==> src/rtl/pdm_decoder_pkg.sv <==
// Shared constants for the PDM link: default amplitude width and window sizing.
// The encoder and decoder both take their window length from window_size().
package pdm_decoder_pkg;

  localparam int DEFAULT_DATA_BITS = 8;

  function automatic int window_size(input int data_bits);
    return 1 << data_bits;
  endfunction

endpackage

==> src/rtl/pdm_decoder_bit_synchronizer.sv <==
// Two-flop synchronizer for a single asynchronous input bit.
// Both stages reset to 0. Reusable for any asynchronous control input in the synth.
module bit_synchronizer (
  input  logic clock,
  input  logic reset,
  input  logic i_async,
  output logic o_sync
);

  logic [1:0] r_sync;

  // NOTE: sequential state uses non-blocking assignments so both stages shift on the same edge.
  always_ff @(posedge clock or posedge reset) begin
    if (reset) r_sync <= '0;
    else       r_sync <= {r_sync[0], i_async};
  end

  assign o_sync = r_sync[1];

endmodule

==> src/rtl/pdm_decoder.sv <==
// Boxcar PDM decimator: counts ones over 2**DATA_BITS input samples and emits
// one saturated amplitude per window, with one-cycle valid/clipped strobes.
module pdm_decoder
  import pdm_decoder_pkg::*;
#(
  parameter int DATA_BITS = DEFAULT_DATA_BITS,
  parameter int DIVIDER   = 1
) (
  input  logic                 clock,
  input  logic                 reset,
  input  logic                 pdm_in,
  output logic [DATA_BITS-1:0] amplitude,
  output logic                 valid,
  output logic                 clipped
);

  localparam int                 PW         = (DIVIDER > 1) ? $clog2(DIVIDER) : 1;
  localparam logic [PW-1:0]      PRESC_LAST = PW'(DIVIDER - 1);
  localparam logic [DATA_BITS:0] FULL_SCALE = (DATA_BITS + 1)'(window_size(DATA_BITS));

  logic                 w_pdm_s;
  logic                 w_sample_en;
  logic                 w_window_end;
  logic                 w_clip;
  logic [DATA_BITS:0]   w_total;
  logic [PW-1:0]        r_presc;
  logic [DATA_BITS-1:0] r_window;
  logic [DATA_BITS:0]   r_ones;
  logic [DATA_BITS-1:0] r_amplitude;
  logic                 r_valid;
  logic                 r_clipped;

  bit_synchronizer u_sync (
    .clock   (clock),
    .reset   (reset),
    .i_async (pdm_in),
    .o_sync  (w_pdm_s)
  );

  assign w_sample_en  = (r_presc == PRESC_LAST);
  assign w_window_end = w_sample_en && (r_window == '1);
  // The bit arriving on the last sample belongs to the closing window.
  assign w_total      = r_ones + {{DATA_BITS{1'b0}}, w_pdm_s};
  assign w_clip       = (w_total == FULL_SCALE);

  always_ff @(posedge clock or posedge reset) begin
    if (reset) begin
      r_presc <= '0;
    end else if (w_sample_en) begin
      r_presc <= '0;
    end else begin
      r_presc <= r_presc + PW'(1);
    end
  end

  always_ff @(posedge clock or posedge reset) begin
    if (reset) begin
      r_window <= '0;
      r_ones   <= '0;
    end else if (w_sample_en) begin
      r_window <= r_window + DATA_BITS'(1);
      r_ones   <= w_window_end ? '0 : w_total;
    end
  end

  always_ff @(posedge clock or posedge reset) begin
    if (reset) begin
      r_amplitude <= '0;
      r_valid     <= 1'b0;
      r_clipped   <= 1'b0;
    end else begin
      r_valid   <= w_window_end;
      r_clipped <= w_window_end && w_clip;
      if (w_window_end) begin
        r_amplitude <= w_clip ? '1 : w_total[DATA_BITS-1:0];
      end
    end
  end

  assign amplitude = r_amplitude;
  assign valid     = r_valid;
  assign clipped   = r_clipped;

endmodule

==> config.mk <==
export PLATFORM = sky130hd
export DESIGN_NAME = pdm_decoder
export DESIGN_NICKNAME = d
export VERILOG_FILES = /design/src/rtl/pdm_decoder_pkg.sv /design/src/rtl/pdm_decoder_bit_synchronizer.sv /design/src/rtl/pdm_decoder.sv
export SDC_FILE = /design/constraint.sdc
export NUM_CORES = 1
export LEC_CHECK = 0
export BUFFER_PORTS_ARGS = -buffer_cell sky130_fd_sc_hd__buf_2
export CORE_UTILIZATION = 60
export CTS_CLUSTER_SIZE = 30
export DETAILED_ROUTE_END_ITERATION = 7
export PLACE_DENSITY = 0.81
export SLEW_MARGIN = 20
export SYNTH_ARGS = -nofsm -noshare
export SYNTH_HDL_FRONTEND = slang
export SYNTH_HIERARCHICAL = 1
export SYNTH_SLANG_ARGS = --single-unit
export TNS_END_PERCENT = 10
==> constraint.sdc <==
create_clock -name clock -period 3.3 [get_ports clock]
set_input_delay 0.66 -clock clock [delete_from_list [all_inputs] [get_ports clock]]
set_output_delay 0.66 -clock clock [all_outputs]
set_load 0.02 [all_outputs]
; Word-level counts from Yosys, hierarchy flattened
; Index checks and enable logic that the tools add are counted.
[totals]
regBits = 30
latchBits = 0
ramBits = 0
rom_bits = 0
in_bits = 3
output_inout_bits = 10
word_cells = 18
mem_count = 0
[op_classes]
addsub = 3
n_mul = 0
div = 0
n_lt_le_gt_ge = 0
eq_ne = 2
n_shift = 0
n_mux = 3
bitwise_logic = 1
reduce_logical = 2
[ops]
columns = operator, n
row1 = $add 9x1->9, 1
row2 = $eq 9x9->1 const B, 1
row3 = $mux 9, 1
row4 = $add 8x1->8 const B, 1
row5 = $eq 8x8->1 const B, 1
row6 = $mux 8, 1
row7 = $logic_and 1x1->1, 2
row8 = $add 1x1->1 const B, 1
row9 = $mux 1, 1
row10 = $not 1->1, 1

; Longest topological paths before layout
[logic_depth]
ltp_word = 3
ltp_mapped = 7
mapped_depth_nobuf = 7

; By module
; The synthesis kept the hierarchy.
[modules_own_cells]
columns = module, n_inst, cells_per_inst, area_each_um2, seq_area_each_um2
row1 = pdm_decoder, 1, 114, 1226.2, 675.6
row2 = bit_synchronizer, 1, 3, 53.8, 50.0

; Worst setup path after synthesis
; No wires, ideal clock.
[synth_path]
kind = register -> register
start = register u_sync.r_sync[1]
end = register r_amplitude[6], in the netlist amplitude[6]
setup_time_ns = 0.131
arrival_time_ns = 1.560
t_required_ns = 3.169
slack_ns = 1.609
path_stages_with_launch = 8
n_path_buf = 0
period_less_slack_ns = 1.691
cell_sequence = dfrtp_1 > ha_1 > ha_1 > nand3_1 > xor2_1 > nor3_1 > o211ai_2 > nand2_1
[synth_between]
elab_chain_cells = 3
[synth_lines]
columns = item, line_no
row1 = start: declaration, pdm_decoder_bit_synchronizer.sv:10  ; logic [1:0] r_sync;
row2 = start signal: assignment, pdm_decoder_bit_synchronizer.sv:15  ; else r_sync <= {r_sync[0], i_async};
row3 = $add 9x1->9 *, pdm_decoder.sv:43  ; assign w_total = r_ones + {{DATA_BITS{1'b0}}, w_pdm_s};
row4 = $eq 9x9->1, pdm_decoder.sv:44  ; assign w_clip = (w_total == FULL_SCALE);
row5 = $mux 8 *, pdm_decoder.sv:75  ; r_amplitude <= w_clip ? '1 : w_total[DATA_BITS-1:0];
row6 = end signal: assignment, pdm_decoder.sv:75
row7 = end: declaration, pdm_decoder.sv:29  ; logic [DATA_BITS-1:0] r_amplitude;
; Mark *: on every way between the ends. The rest lies on a longest branch, timed or not.
; A chain may end at the register's enable or synchronous reset.

; Worst setup path in the final report
[layout_path]
start = register u_sync.r_sync[1]
end = register r_amplitude[7], in the netlist amplitude[7]
; Same word-level chain as after synthesis.

==> results.txt <==
startpoint types -> register
EDFF count, synth -> 0
setup TNS -> 0 ns
cell family with most CP delay -> adder cells
clock sink total -> 29
slowest CP cell -> dfrtp_1
Worst Tran Pin Value -> 0.5289 ns
slew margin rel. -> 64.69%
cts repair resizes -> 0
CTS tree -> done
post-route minimum period -> 1.971 ns
top cell type's share of synthesized area -> 56.70%
WL final -> 2162 µm
routed len/inst -> 13.26 µm
Worst path most repeated cell -> ha_1
critical path type -> reg -> reg
Core Area -> 0.001982 mm²
die area -> 0.002322 mm²
Post-Synthesis Cells -> 117
Inserted Clock Buffers -> 5
Post-DP HPWL -> 1495 µm
via count -> 858
Layout Area Growth over Synthesis -> 12.71%
Initial Util -> 64.58%
overall power -> 0.8823 mW
Final Hold Viols -> 0
GRT Util Overall -> 23.87%
maximum clock insertion buffer count -> 2
class of the worst hold path -> in -> async
DR pass1 iterations -> 4
Peak supply drop -> 0.0005303 V
Post-CTS Setup Inserts -> 0
worst path bufs/invs -> 0
Distinct cells, synth -> 26
post-synthesis register bit count -> 29
number of global-route vias before repair -> 756
commonest non-fill, non-tap cells in the layout -> dfrtp_1 (29), nand2_1 (17), nor2_1 (12), buf_2 (12)
Post-Route Skew -> 0.006643 ns
Ys Warns -> 6
layout cells sized above 1 -> 20.59%
Antenna diodes -> 0
DR iter-0 viols -> 16
most common cell after layout, fill and taps aside -> dfrtp_1
FP Rows -> 16
H-tree Lvls -> 2
GP Congestion -> 0.9335
Final Max Tran Viols -> 0
initial antenna violation count -> 0
worst skew pair latency -> 0.33 ns
Top FF cell, synth -> dfrtp_1
register-to-register setup slack -> 1.33 ns
CP required -> 3.50 ns
cell area after synthesis -> 0.001280 mm²
Cell Pwr Density -> 611.6 mW/mm²
Synth area leader -> dfrtp_1
clock slew at reported path FFs -> 0.09 ns
I/O pins -> 13
die height -> 48.19 µm
RSZ-0062 raised after global routing -> false
Syn Area/Cell -> 10.94 µm²
largest net degree at the start of global routing -> 28
reg2reg path depth -> 7
Crit path arrival time -> 2.17 ns
max frequency -> 0.5075 GHz
Final Net Count -> 141
crit path max fanout -> 9
maxcap violations -> 0
CTS root buf -> clkbuf_4
max incr delay on CP -> 0.39 ns
Post-Layout Inst Area -> 0.001443 mm²
R2R Path End -> amplitude[7]
Pleak -> 0.7447 nW
Post-synth ARST share -> 100.0%
period utilisation layout -> 59.71%
final cell count without fillers -> 163
sequential element share of the synthesized area -> 56.70%
Post-DP Area -> 0.001373 mm²
global-route wire length before repair -> 3498 µm
vias per cell -> 5.264
die width -> 48.19 µm
RR Startpoint -> u_sync/r_sync[1]
# placed instances -> 155
crit-path cells -> ha_1, ha_1, nand3_1, xor2_1, nor3_1, o211ai_2, nand2_1
Overflow after GRT -> 0
antenna-violating nets left -> 0
syn_nets -> 123
# DRC -> 0
CP endpoint kind -> register
hold_buf cts -> 0
status -> finished clean
Buffers on Ports -> 12
endpoints failing setup -> 0
top cells by area, synth -> dfrtp_1 (57%), xnor2_1 (5.5%), nand2_1 (5.0%)
[power breakdown]
group	switching (mW)	total, mW	internal (mW)
sequential	0.0573	0.453	0.396
clock	0.121	0.244	0.123
combinational	0.103	0.185	0.0819
[synth_stat cells, types with 2 or more instances]
cell type / count
a21o_1: 2
xnor2_1: 8
nand3_1: 8
dfrtp_1: 29
mux2i_1: 4
o21ai_0: 4
nor3_1: 2
nand2_1: 17
nor2_1: 12
inv_1: 5
ha_1: 3
nor2b_1: 3
xor2_1: 7
[registers in the layout, summed over array words and instances, names as in the netlist]
| signal | flops |
|---|---|
| valid | 1 |
| u_sync/r_sync | 2 |
| clipped | 1 |
| amplitude | 8 |
| r_window | 8 |
| r_ones | 9 |
[how the worst max path moves through the flow]
stage	startpoint	endpoint	slack, ns	depth (start not counted)
after floorplan	u_sync/r_sync[1]	amplitude[6]	1.61	7
after global placement	u_sync/r_sync[1]	amplitude[1]	1.46	7
final	u_sync/r_sync[1]	amplitude[7]	1.33	7
after detailed placement	u_sync/r_sync[1]	amplitude[7]	1.36	7
after global routing	u_sync/r_sync[1]	amplitude[1]	1.14	7
after CTS	u_sync/r_sync[1]	amplitude[7]	1.33	7
[per-layer routing]
metal | track usage (%) | wire length, µm | part of all wire [%] | up-vias
met5 | 0 | 0 | 0 | -
met2 | 31.20 | 1000 | 46 | 23
met3 | 11.11 | 110 | 5.1 | 7
li1 | - | - | - | 426
met4 | 14.44 | 53 | 2.5 | 0
met1 | 31.89 | 999 | 46 | 402
[stage by stage]
stage | hold slack, ns | setup WS, ns | util, %
after floorplan | 0.3312 | 1.609 | -
after global placement | 0.3339 | 1.458 | 69.26
after detailed placement | 0.3670 | 1.356 | 69.26
after CTS | 0.1618 | 1.332 | 72.79
after global routing | 0.1652 | 1.136 | 72.79
final | 0.1899 | 1.329 | 72.79
[cell families after synthesis]
kind of cell	after synthesis	synth area share [%]
AND/OR/NAND/NOR	49	19.65
flip-flops	29	56.70
XOR/XNOR	15	10.26
AO/OA/AOI/OAI	10	5.181
buffers and inverters	7	2.150
multiplexers	4	3.128
adder cells (fa/ha/maj)	3	2.933
[final cells by class]
type	instances	area [µm²]
sequential	29	725.7
fill	146	539.3
multi-input combinational	81	526.8
timing repair buffer	13	67.56
clock buffer	7	65.06
tap	27	33.78
inverter	5	18.77
clock inverter	1	5.005
Note: power is estimated with default switching activity, not from simulation.
